`src/rtl/reset_seq_pkg.sv`:
```
// Shared FSM encoding and limits for the reset sequencer and its helpers.
// Combinational constants only; no latency or backpressure.
package reset_seq_pkg;

   localparam int STATE_W         = 3;
   localparam int RESET_COUNT_MAX = 255;

   typedef enum logic [STATE_W-1:0] {
      HOLD      = 3'd0,
      WAIT_LOCK = 3'd1,
      RELEASE   = 3'd2,
      RUN       = 3'd3
   } state_t;

   function automatic int max3(input int a, input int b, input int c);
      int m;
      m = (a > b) ? a : b;
      return (m > c) ? m : c;
   endfunction

endpackage

```
`src/rtl/debounce_sync.sv`:
```
// Two-flop synchroniser plus stable-level filter: the output follows the input only
// after DEBOUNCE_CYCLES steady cycles (2 sync + DEBOUNCE_CYCLES latency); no backpressure.
module debounce_sync #(
   parameter int DEBOUNCE_CYCLES = 65535,
   parameter int CNT_W           = $clog2(DEBOUNCE_CYCLES) + 1
) (
   input  logic clk,
   input  logic resetn,
   input  logic din,
   output logic dout
);

   localparam logic [CNT_W-1:0] CNT_LAST = CNT_W'(DEBOUNCE_CYCLES - 1);

   logic             sync1_q, sync2_q;
   logic             dout_q, dout_d;
   logic [CNT_W-1:0] cnt_q, cnt_d;

   // Any cycle where the synchronised level matches the accepted one restarts the count.
   always_comb begin
      dout_d = dout_q;
      cnt_d  = '0;
      if (sync2_q != dout_q) begin
         if (cnt_q == CNT_LAST) begin
            dout_d = sync2_q;
         end else begin
            cnt_d = cnt_q + 1'b1;
         end
      end
   end

   always_ff @(posedge clk or negedge resetn) begin
      if (!resetn) begin
         sync1_q <= 1'b0;
         sync2_q <= 1'b0;
         dout_q  <= 1'b0;
         cnt_q   <= '0;
      end else begin
         sync1_q <= din;
         sync2_q <= sync1_q;
         dout_q  <= dout_d;
         cnt_q   <= cnt_d;
      end
   end

   assign dout = dout_q;

endmodule

```
`src/rtl/reset_sequencer.sv`:
```
// Debounces the reset button, waits for stable PLL locks, then releases domain resets
// in order with a fixed gap; registered outputs, free-running, no backpressure.
module reset_sequencer
   import reset_seq_pkg::*;
#(
   parameter int NUM_DOMAINS        = 4,
   parameter int NUM_LOCKS          = 1,
   parameter int DEBOUNCE_CYCLES    = 65535,
   parameter int LOCK_STABLE_CYCLES = 256,
   parameter int RELEASE_GAP        = 16
) (
   input  logic                   clk,
   input  logic                   resetn,
   input  logic                   ext_reset_n,
   input  logic [NUM_LOCKS-1:0]   locks,
   input  logic                   step_mode,
   input  logic                   step_btn,
   output logic [NUM_DOMAINS-1:0] domain_reset_n,
   output logic                   cpu_clk_en,
   output logic                   all_released,
   output logic [STATE_W-1:0]     state_out,
   output logic [7:0]             reset_count
);

   localparam int CNT_W = $clog2(max3(DEBOUNCE_CYCLES, LOCK_STABLE_CYCLES, RELEASE_GAP)) + 1;
   localparam int IDX_W = $clog2(NUM_DOMAINS) + 1;

   localparam logic [CNT_W-1:0]       LOCK_LAST = CNT_W'(LOCK_STABLE_CYCLES - 1);
   localparam logic [CNT_W-1:0]       GAP_LAST  = CNT_W'(RELEASE_GAP - 1);
   localparam logic [IDX_W-1:0]       IDX_LAST  = IDX_W'(NUM_DOMAINS - 1);
   localparam logic [NUM_DOMAINS-1:0] DOM_ONE   = NUM_DOMAINS'(1);
   localparam logic [7:0]             RC_MAX    = 8'(RESET_COUNT_MAX);

   logic                   ext_db, step_db;
   logic [NUM_LOCKS-1:0]   locks_s1_q, locks_s2_q;
   logic                   mode_s1_q, mode_s2_q;
   logic                   step_prev_q, step_pulse, locks_ok, abort;

   state_t                 state_q, state_d;
   logic [CNT_W-1:0]       cnt_q, cnt_d;
   logic [IDX_W-1:0]       idx_q, idx_d;
   logic [NUM_DOMAINS-1:0] dom_q, dom_d;
   logic                   cpu_en_q, cpu_en_d;
   logic                   all_rel_q, all_rel_d;
   logic [7:0]             rcount_q, rcount_d;

   debounce_sync #(.DEBOUNCE_CYCLES(DEBOUNCE_CYCLES), .CNT_W(CNT_W)) u_db_ext (
      .clk    (clk),
      .resetn (resetn),
      .din    (ext_reset_n),
      .dout   (ext_db)
   );

   debounce_sync #(.DEBOUNCE_CYCLES(DEBOUNCE_CYCLES), .CNT_W(CNT_W)) u_db_step (
      .clk    (clk),
      .resetn (resetn),
      .din    (step_btn),
      .dout   (step_db)
   );

   assign locks_ok   = &locks_s2_q;
   assign step_pulse = step_db & ~step_prev_q;

   always_comb begin
      state_d  = state_q;
      cnt_d    = cnt_q;
      idx_d    = idx_q;
      dom_d    = dom_q;
      rcount_d = rcount_q;
      abort    = 1'b0;
      case (state_q)
         HOLD: begin
            cnt_d = '0;
            idx_d = '0;
            dom_d = '0;
            if (ext_db) state_d = WAIT_LOCK;
         end
         WAIT_LOCK: begin
            // A lock drop here only restarts the stability window.
            if (!ext_db) begin
               abort = 1'b1;
            end else if (!locks_ok) begin
               cnt_d = '0;
            end else if (cnt_q == LOCK_LAST) begin
               state_d = RELEASE;
               cnt_d   = '0;
               idx_d   = '0;
               dom_d   = DOM_ONE;
            end else begin
               cnt_d = cnt_q + 1'b1;
            end
         end
         RELEASE: begin
            if (!ext_db || !locks_ok) begin
               abort = 1'b1;
            end else if (cnt_q == GAP_LAST) begin
               cnt_d = '0;
               if (idx_q == IDX_LAST) begin
                  state_d = RUN;
               end else begin
                  idx_d = idx_q + 1'b1;
                  dom_d = dom_q | (DOM_ONE << idx_d);
               end
            end else begin
               cnt_d = cnt_q + 1'b1;
            end
         end
         RUN: begin
            if (!ext_db || !locks_ok) abort = 1'b1;
         end
         default: state_d = HOLD;
      endcase

      // Abort overrides whatever release step was decided above.
      if (abort) begin
         state_d = HOLD;
         cnt_d   = '0;
         idx_d   = '0;
         dom_d   = '0;
         if (rcount_q != RC_MAX) rcount_d = rcount_q + 1'b1;
      end

      all_rel_d = (state_d == RUN);
      cpu_en_d  = (state_d == RUN) && (!mode_s2_q || step_pulse);
   end

   always_ff @(posedge clk or negedge resetn) begin
      if (!resetn) begin
         locks_s1_q  <= '0;
         locks_s2_q  <= '0;
         mode_s1_q   <= 1'b0;
         mode_s2_q   <= 1'b0;
         step_prev_q <= 1'b0;
         state_q     <= HOLD;
         cnt_q       <= '0;
         idx_q       <= '0;
         dom_q       <= '0;
         cpu_en_q    <= 1'b0;
         all_rel_q   <= 1'b0;
         rcount_q    <= '0;
      end else begin
         locks_s1_q  <= locks;
         locks_s2_q  <= locks_s1_q;
         mode_s1_q   <= step_mode;
         mode_s2_q   <= mode_s1_q;
         step_prev_q <= step_db;
         state_q     <= state_d;
         cnt_q       <= cnt_d;
         idx_q       <= idx_d;
         dom_q       <= dom_d;
         cpu_en_q    <= cpu_en_d;
         all_rel_q   <= all_rel_d;
         rcount_q    <= rcount_d;
      end
   end

   assign domain_reset_n = dom_q;
   assign cpu_clk_en     = cpu_en_q;
   assign all_released   = all_rel_q;
   assign state_out      = state_q;
   assign reset_count    = rcount_q;

endmodule
```
`config.mk`:
```
export PLATFORM = sky130hd
export DESIGN_NAME = reset_sequencer
export DESIGN_NICKNAME = d
export VERILOG_FILES = /design/src/rtl/reset_seq_pkg.sv /design/src/rtl/debounce_sync.sv /design/src/rtl/reset_sequencer.sv
export SDC_FILE = /design/constraint.sdc
export NUM_CORES = 1
export LEC_CHECK = 0
export ABC_CLOCK_PERIOD_IN_PS = 2100
export CAP_MARGIN = 20
export CORE_ASPECT_RATIO = 0.6
export CORE_MARGIN = 8
export CORE_UTILIZATION = 59
export CTS_CLUSTER_DIAMETER = 200
export CTS_CLUSTER_SIZE = 16
export DETAILED_ROUTE_END_ITERATION = 8
export PLACE_DENSITY = 0.84
export REMOVE_ABC_BUFFERS = 1
export SYNTH_ARGS = -nofsm -noshare
export SYNTH_HDL_FRONTEND = slang
export SYNTH_SLANG_ARGS = --single-unit
export TNS_END_PERCENT = 5
```
`constraint.sdc`:
```
create_clock -name clk -period 2.1 [get_ports clk]
set_input_delay 0.21 -clock clk [delete_from_list [all_inputs] [get_ports clk]]
set_output_delay 0.21 -clock clk [all_outputs]
set_load 0.05 [all_outputs]
```
### Yosys cells after proc, flatten, opt, wreduce, memory -nomap -nowiden

Index checks and enable logic that the tools add are counted.

| operators by class | value |
|---|---|
| add/sub/neg operators | 5 |
| equality and inequality tests | 18 |
| shift-type cells | 1 |
| multiplexer cells | 39 |
| bitwise operators | 3 |
| reduce and logical (&&, ||, !) cells | 14 |

Operators by type and width:

| cell | number |
|---|---|
| $mux W17 | 10 |
| $add A17 B1 Y17 const B | 3 |
| $pmux W17 S3 | 1 |
| $mux W3 | 15 |
| $eq A17 B16 Y1 const B | 2 |
| $mux W4 | 7 |
| $eq A17 B4 Y1 const B | 1 |
| $eq A17 B8 Y1 const B | 1 |
| $ne A3 B3 Y1 const B | 5 |
| $eq A3 B2 Y1 const B | 4 |
| $pmux W3 S4 | 1 |
| $pmux W4 S3 | 1 |
| $pmux W3 S3 | 1 |
| $add A8 B1 Y8 const B | 1 |
| $ne A8 B8 Y1 const B | 1 |
| $reduce_and A7 Y1 | 1 |
| $reduce_and A2 Y1 | 3 |
| $or A4 B4 Y4 | 1 |
| $reduce_bool A4 Y1 | 1 |
| $shl A1 B3 Y4 const A | 1 |
| $add A3 B1 Y3 const B | 1 |
| $eq A3 B1 Y1 const B | 1 |
| $logic_not A1 Y1 | 3 |
| $logic_not A3 Y1 | 1 |
| other kinds (10) | 13 |

| word-level totals | value |
|---|---|
| register bits after elaboration | 82 |
| bits of input ports | 6 |

### Longest topological paths before layout

Gate-level depths: netlist of the first run.

| logic depth | value |
|---|---|
| depth after elaboration | 8 |
| gate-level depth with buffers | 8 |

### Modules after synthesis

A second synthesis of the first run with hierarchy kept.

| unflattened totals | value |
|---|---|
| cell total of the unflattened synthesis | 409 |
| area total of the unflattened synthesis | 4211.5 um^2 |

Modules (own cells, without submodules):

| module | instances | cells an instance | area each (um^2) | seq. area each (um^2) |
|---|---|---|---|---|
| reset_sequencer | 1 | 231 | 2262.2 | 1051.0 |
| debounce_sync | 2 | 89 | 974.7 | 500.5 |

### Worst setup path before layout of the first run

OpenSTA, ideal clock, no wires.

| timing path | value |
|---|---|
| path kind | reg-to-reg |
| start point | register state_q[0], in the netlist state_out[0] |
| end point | register cnt_q[6] |
| setup time | 81 ps |
| arrival time | 1853 ps |
| data required time | 2019 ps |
| setup slack | 166 ps |
| stages on the path, launching flop included | 8 |
| path buffers | 2 |
| clock period less this slack | 1934 ps |
| path through | dfrtp_1 > buf_2 > and2_1 > and2_1 > o211a_1 > buf_1 > o22ai_1 > o21ai_1 |

| between the ends | value |
|---|---|
| longest elaborated chain between the ends | 5 |
| elaborated cells on any way between the ends | 12 |
| classes of those cells | eq/ne (5); mux (3); reduce/logical (4) |

RTL lines:

| item | RTL line | RTL |
|---|---|---|
| start: declaration | reset_sequencer.sv:39 | `state_t state_q, state_d;` |
| start signal: assignment | reset_sequencer.sv:147 | `state_q <= state_d;` |
| $eq A3 B2 Y1 | reset_sequencer.sv:71 | `case (state_q)` |
| $reduce_or A2 Y1 (no source line) | - |  |
| $pmux W1 S2 | reset_sequencer.sv:71 |  |
| $ne A3 B2 Y1 (no source line), or another cell as far along | - |  |
| $reduce_and A3 Y1 (no source line) | - |  |
| end signal: assignment | reset_sequencer.sv:148 | `cnt_q <= cnt_d;` |
| end: declaration | reset_sequencer.sv:40 | `logic [CNT_W-1:0] cnt_q, cnt_d;` |

Several ways; a longest one is shown, not always the timed one.
A chain may end at the register's enable or synchronous reset.

### Worst setup path after layout of the first run

| timing path | value |
|---|---|
| start point | register idx_q[0] |
| end point | register idx_q[0] |

| between the ends | value |
|---|---|
| longest elaborated chain between the ends | 6 |
| elaborated cells on any way between the ends | 9 |
| classes of those cells | add/sub (1); eq/ne (2); mux (5); reduce/logical (1) |

RTL lines:

| item | RTL line | RTL |
|---|---|---|
| start: declaration | reset_sequencer.sv:41 | `logic [IDX_W-1:0] idx_q, idx_d;` |
| start signal: assignment | reset_sequencer.sv:149 | `idx_q <= idx_d;` |
| $add A3 B1 Y3 | reset_sequencer.sv:101 | `idx_d = idx_q + 1'b1;` |
| $mux W3 | reset_sequencer.sv:98 | `if (idx_q == IDX_LAST) begin` |
| $mux W3 | reset_sequencer.sv:96 | `end else if (cnt_q == GAP_LAST) begin` |
| $mux W3 | reset_sequencer.sv:94 | `if (!ext_db \|\| !locks_ok) begin` |
| $pmux W3 S3 | reset_sequencer.sv:71 |  |
| $mux W3 | reset_sequencer.sv:115 | `if (abort) begin` |

Several ways; a longest one is shown, not always the timed one. The select of a mux whose other input is x is not followed.

==> flow_metrics.py, run 1 <==
metrics = {
    "timing": {
        "slew_violations": 0,
        "holdWs_ns": 0.310,
        "min_period_ns": 2.00,
        "post-route-period-util_pct": 95.1,
        "hold_violations": 0,
        "slew_headroom_pct": 62.4,
        "setup_viol": 0,
        "tns_ns": 0,
        "skew_ns": 0.00585,
        "rsz0062_at_grt": "no",
        "fmax_ghz": 0.501,
        "tightest_slew_ns": 0.563,
    },
    "drt": {
        "drt_first_pass_iters": 7,
        "wl_met2_mm": 4.07,
        "via_per_inst": 5.85,
        "routed-wl-met3_um": 457,
        "wl_met1_mm": 3.99,
        "route.detailed.drc": 0,
        "vias": 3151,
        "top_layer": "met4",
        "detail-route-antenna-nets": 0,
        "wl_mm": 8.59,
        "avgRoutedWirePerCell_um": 15.9,
        "first_iter_violations": 333,
    },
    "critical_path": {
        "crit_path_max_incr_delay_ns": 0.41,
        "cpMostUsedCell": "ha_1",
        "start_kind": "register",
        "cp_cell_sequence": "ha_1 > ha_1 > nor3_2 > nand3_2 > or2_1 > a21o_1 > mux2_2",
        "path_max_fanout": 4,
        "crit_path_end_kind": "register",
        "crit_required_ns": 2.32,
        "cp_slowest_cell": "dfrtp_1",
        "crit_type": "reg -> reg",
        "cp.arrival_ns": 2.22,
    },
    "floorplan": {
        "die-width_um": 123,
        "rows": 23,
        "dieHeight_um": 80.1,
        "coreArea_um2": 6650,
        "start_util_pct": 60.7,
        "io_pins": 23,
        "die_area_um2": 9830,
    },
    "synth": {
        "synth-seq-cells": 82,
        "avgSynthCellArea_um2": 9.79,
        "syn_area_um2": 4030,
        "yosysTopAreaCell": "dfrtp_1",
        "synthFlopType": "dfrtp_1",
        "yosysMostFrequentCell": "dfrtp_1",
        "netlist_instances": 412,
        "synth_area_leaders": "dfrtp_1, xor2_1, nor2_1, nand2_1, ha_1",
        "netlist.area_leader.share_pct": 50.9,
        "yosysWarnings": 0,
        "synth_cell_types": 53,
        "synth_edf_count": 0,
        "async_flop_share_pct": 100,
        "yosys-top-cells-count": "dfrtp_1, nor2_1, nand2_1",
        "ys_seq_area_share_pct": 50.9,
    },
    "run": {
        "drv_cap": 0,
    },
    "place": {
        "globalplace.congestion": 0.894,
        "dp_cells": 519,
        "dp_hpwl_mm": 5.83,
        "io_buffers": 22,
    },
    "power": {
        "power.switching_uw": 699,
        "ir_worst_vdd_v": 0.000580,
        "p_per_area_nw_per_um2": 663,
        "p_comb_share_pct": 3.5,
        "p_total_mw": 3.13,
        "p_int_mw": 2.43,
        "pwr-share-clk_pct": 45.0,
        "leakage_nw": 2.14,
        "swShare_pct": 22.3,
        "pwr-share-seq_pct": 51.6,
    },
    "layout": {
        "drive_gt1_share_pct": 9.96,
        "syn_to_final_growth_pct": 17.2,
        "diodes": 0,
        "fin_nets": 465,
        "fin_cells": 539,
    },
    "outcome": {
        "status": "finished clean",
    },
    "clock_network": {
        "cts_buffer_depth": 2,
        "cts_made_buffers": 9,
        "clkSlewWorstSetupHoldPaths_ns": 0.06,
        "ctsHtreeMaxLevel": 3,
        "cts_tree": "built",
        "cts_sinks": 82,
        "root_buffer": "clkbuf_16",
        "clk_latency_ns": 0.34,
    },
    "global_route": {
        "grtUsageTotal_pct": 19.0,
        "grt_max_degree": 44,
        "gr-total-overflow": 0,
        "grt_pass1_vias": 3027,
        "grt_pass1_wl_mm": 14.8,
        "grt_antenna_before_repair": 0,
    },
    "hold_path": {
        "hp-class": "in -> reg",
    },
}
[area by class of cell]
class	instances	area, µm²
well taps	87	109
clock inverters	6	41.3
clock buffers	10	229
flip-flops and latches	82	2050
multi-input cells	305	1910
fillers	484	1920
repair buffers	37	345
inverters	12	45.0
[power groups by stage]
| stage | sequential, mW | combinational, mW | clock (mW) |
|---|---|---|---|
| 2_1_floorplan | 1.64 | 0.0381 | 0 |
| 3_3_place_gp | 1.64 | 0.106 | 0 |
| 3_5_place_dp | 1.64 | 0.108 | 0 |
| 4_1_cts | 1.61 | 0.111 | 1.45 |
| 5_1_grt | 1.62 | 0.124 | 1.52 |
| 6_report | 1.61 | 0.109 | 1.41 |
[routing by layer]
| layer | vias up | global-route usage [%] |
|---|---|---|
| met1 | 1570 | 25.2 |
| met5 | - | 0 |
| met2 | 79 | 29.9 |
| li1 | 1491 | - |
| met3 | 11 | 5.46 |
| met4 | 0 | 5.44 |
[repair_timing]
item / 4_1_cts / 5_1_grt
setup buffers: 0 / 2
hold buffers: 1 / 0
setup endpoints to repair: 0 / 23
resized for setup: 0 / 7
hold endpoints to repair: 39 / 0
[registers in the layout (all words and copies together), names as in the netlist, 3 cells and up]
name,count
cnt_q,17
domain_reset_n,4
idx_q,3
reset_count,8
state_out,3
u_db_ext.cnt_q,17
u_db_step.cnt_q,17
[cell families (layout without fill, tap and decap cells)]
| kind of cell | Yosys count | after routing | synth area share, % |
|---|---|---|---|
| AND/OR/NAND/NOR | 190 | 191 | 23.0 |
| flip-flops | 82 | 82 | 50.9 |
| AO/OA/AOI/OAI | 53 | 53 | 8.78 |
| XOR/XNOR | 43 | 43 | 9.34 |
| buffers and inverters | 26 | 65 | 2.79 |
| adder cells (fa/ha/maj) | 12 | 12 | 3.72 |
| multiplexers | 5 | 5 | 1.36 |
| other | 1 | 1 | 0.0930 |
[worst max-delay path, delay by kind of cell, from the launching register on]
family          cells  cell delay, ns
fa+ha+maj           2            0.45
flops               1            0.41
mux                 1            0.27
compound gates      1            0.23
simple gates        3            0.51
[through the flow]
stage	worst slack, ns	utilization, %	area [µm²]
3_3_place_gp	0.131	66.1	4400
2_1_floorplan	0.186	-	3970
4_1_cts	0.0289	70.3	4680
5_1_grt	0.0196	71.1	4730
3_5_place_dp	0.0346	66.1	4400
6_report	0.102	71.1	4730
[layout by cell type, fill, tap and decap left out, types with 8 or more instances in the layout]
cell type | synthesis | final
dfrtp_1 | 82 | 82
nor2_1 | 61 | 61
nand2_1 | 45 | 45
xor2_1 | 34 | 34
nand3_1 | 23 | 22
clkdlybuf4s50_1 | 0 | 21
buf_4 | 0 | 14
inv_1 | 12 | 12
o21ai_1 | 12 | 12
ha_1 | 12 | 12
nand4_1 | 11 | 11
xnor2_1 | 9 | 9
a21oi_1 | 9 | 9
clkbuf_16 | 0 | 9
and3_1 | 9 | 8
[final timing paths]
path                                             from                     endpoint  slack, ns  cells past startpoint
max reg2reg                      idx_q[0]$_DFFE_PN0P_         idx_q[0]$_DFFE_PN0P_       0.10                      7
min in group asynchronous                      resetn  u_db_ext.cnt_q[7]$_DFF_PN0_       0.43                      2
min                                       ext_reset_n   u_db_ext.sync1_q$_DFF_PN0_       0.31                      1
max in group asynchronous                      resetn   reset_count[4]$_DFFE_PN0P_       1.08                      3
max                              idx_q[0]$_DFFE_PN0P_         idx_q[0]$_DFFE_PN0P_       0.10                      7
min reg2reg                u_db_ext.sync1_q$_DFF_PN0_   u_db_ext.sync2_q$_DFF_PN0_       0.34                      0
(Power assumes the default switching activity.)
==> inputs of run 2 (changes only) <==
--- a/config.mk
+++ b/config.mk
@@ -9,11 +9,11 @@
 export CAP_MARGIN = 20
 export CORE_ASPECT_RATIO = 0.6
 export CORE_MARGIN = 8
-export CORE_UTILIZATION = 59
+export CORE_UTILIZATION = 30
 export CTS_CLUSTER_DIAMETER = 200
-export CTS_CLUSTER_SIZE = 16
+export CTS_CLUSTER_SIZE = 30
 export DETAILED_ROUTE_END_ITERATION = 8
-export PLACE_DENSITY = 0.84
+export PLACE_DENSITY = 0.51
 export REMOVE_ABC_BUFFERS = 1
 export SYNTH_ARGS = -nofsm -noshare
 export SYNTH_HDL_FRONTEND = slang
==> flow_metrics.py, run 2 (synthesis gave the netlist of run 1 again) <==
metrics = {
    "outcome": {
        "status": "finished clean",
    },
    "critical_path": {
        "r2r_start": "cnt_q[0]$_DFFE_PN0P_",
        "r2r_end": "idx_q[0]$_DFFE_PN0P_",
        "crit_required_ns": 1.89,
        "setup.worst_path.start": "state_out[0]$_DFF_PN0_",
        "cp_cell_sequence": "clkdlybuf4s50_1",
        "crit_cells": 1,
        "crit_end": "state_out[0]",
        "crit_type": "reg -> out",
        "r2r_cells": 6,
        "crit_family": "buffers and inverters",
        "crit_path_end_kind": "output port",
        "cp_slowest_cell": "clkdlybuf4s50_1",
        "r2r_slack_ns": 0.12,
        "cp.arrival_ns": 1.81,
        "path_max_fanout": 11,
        "crit_path_max_incr_delay_ns": 0.89,
        "worst-path-buf-inv": 1,
        "start_kind": "register",
    },
    "global_route": {
        "gr-total-overflow": 0,
        "grtUsageTotal_pct": 10.4,
        "grt_antenna_before_repair": 0,
        "grt_max_degree": 38,
        "grt_pass1_wl_mm": 15.0,
        "grt_pass1_vias": 3028,
    },
    "place": {
        "dp_cells": 609,
        "placed_area_um2": 4550,
        "place_ws_ns": 0.0342,
        "dp_hpwl_mm": 6.21,
        "io_buffers": 22,
        "globalplace.congestion": 0.816,
    },
    "floorplan": {
        "dieHeight_um": 106,
        "die-width_um": 166,
        "rows": 32,
        "die_area_um2": 17500,
        "io_pins": 23,
        "coreArea_um2": 13000,
        "start_util_pct": 31.1,
    },
    "clock_network": {
        "clk_latency_ns": 0.34,
        "clkSlewWorstSetupHoldPaths_ns": 0.06,
        "cts_made_buffers": 9,
        "cts_setup_buffers": 0,
        "cts_buffer_depth": 2,
        "cts_sinks": 82,
        "ctsHtreeMaxLevel": 3,
        "root_buffer": "clkbuf_16",
        "cts_tree": "built",
    },
    "timing": {
        "min_period_ns": 2.02,
        "setup_ws_ns": 0.0805,
        "tightest_slew_ns": 0.514,
        "slew_headroom_pct": 65.6,
        "setup_viol": 0,
        "hold_violations": 0,
        "rsz0062_at_grt": "no",
        "post-route-period-util_pct": 96.2,
        "tns_ns": 0,
        "skew_ns": 0.00637,
        "fmax_ghz": 0.495,
        "slew_violations": 0,
        "holdWs_ns": 0.306,
    },
    "layout": {
        "fin_util_pct": 37.8,
        "fin_cells": 627,
        "stdcell_area_um2": 4900,
        "mostFrequentLayoutCells": "dfrtp_1, nor2_1, nand2_1",
        "drive_gt1_share_pct": 11.2,
        "fin_nets": 470,
        "syn_to_final_growth_pct": 21.5,
        "diodes": 0,
        "mostFrequentLayoutCell": "dfrtp_1",
        "reg_top3": "cnt_q (17), u_db_ext.cnt_q (17), u_db_step.cnt_q (17)",
    },
    "drt": {
        "route.detailed.drc": 0,
        "wl_mm": 8.78,
        "detail-route-antenna-nets": 0,
        "avgRoutedWirePerCell_um": 14.0,
        "drt_first_pass_iters": 4,
        "first_iter_violations": 228,
        "via_per_inst": 4.79,
        "vias": 3006,
    },
    "power": {
        "ir_worst_vdd_v": 0.000326,
        "leakage_nw": 2.18,
        "p_per_area_nw_per_um2": 675,
        "p_total_mw": 3.31,
    },
    "hold_path": {
        "hp-class": "in -> reg",
    },
    "run": {
        "drv_cap": 0,
    },
}
-- run 2: routing by layer --
metal	GRT usage [%]	share of wire (%)	vias to the layer above
met2	14.3	41	49
met4	3.01	0.63	0
met3	3.30	4.0	5
met5	0	0	-
li1	-	-	1505
met1	15.1	54	1447
-- run 2: what timing repair did --
| item | 4_1_cts | 5_1_grt |
|---|---|---|
| endpoints found under the hold margin | 27 | 0 |
| resized for setup | 0 | 7 |
| hold buffers | 1 | 0 |
| setup endpoints to repair | 0 | 22 |
-- run 2: how the worst min path moves through the flow --
stage                     start                    endpoint  slack, ns  cells past startpoint
floorplan                resetn      all_released$_DFF_PN0_      -0.09                      0
global placement         resetn        cnt_q[9]$_DFFE_PN0P_       0.17                      1
detailed placement       resetn       cnt_q[10]$_DFFE_PN0P_       0.17                      1
CTS                 ext_reset_n  u_db_ext.sync1_q$_DFF_PN0_       0.29                      1
global route        ext_reset_n  u_db_ext.sync1_q$_DFF_PN0_       0.31                      1
finish              ext_reset_n  u_db_ext.sync1_q$_DFF_PN0_       0.31                      1
-- run 2: final cells by class --
class / count / area [µm²]
clock buffers: 9 / 225
clock inverters: 7 / 76.3
fillers: 1299 / 8070
inverters: 12 / 45.0
multi-input cells: 305 / 1910
flip-flops and latches: 82 / 2050
well taps: 170 / 213
repair buffers: 42 / 383
-- run 2: where the power goes --
group / switching (mW) / internal [mW] / total [mW]
Sequential: 0.0169 / 1.60 / 1.61
Combinational: 0.0749 / 0.0379 / 0.113
Clock: 0.653 / 0.928 / 1.58
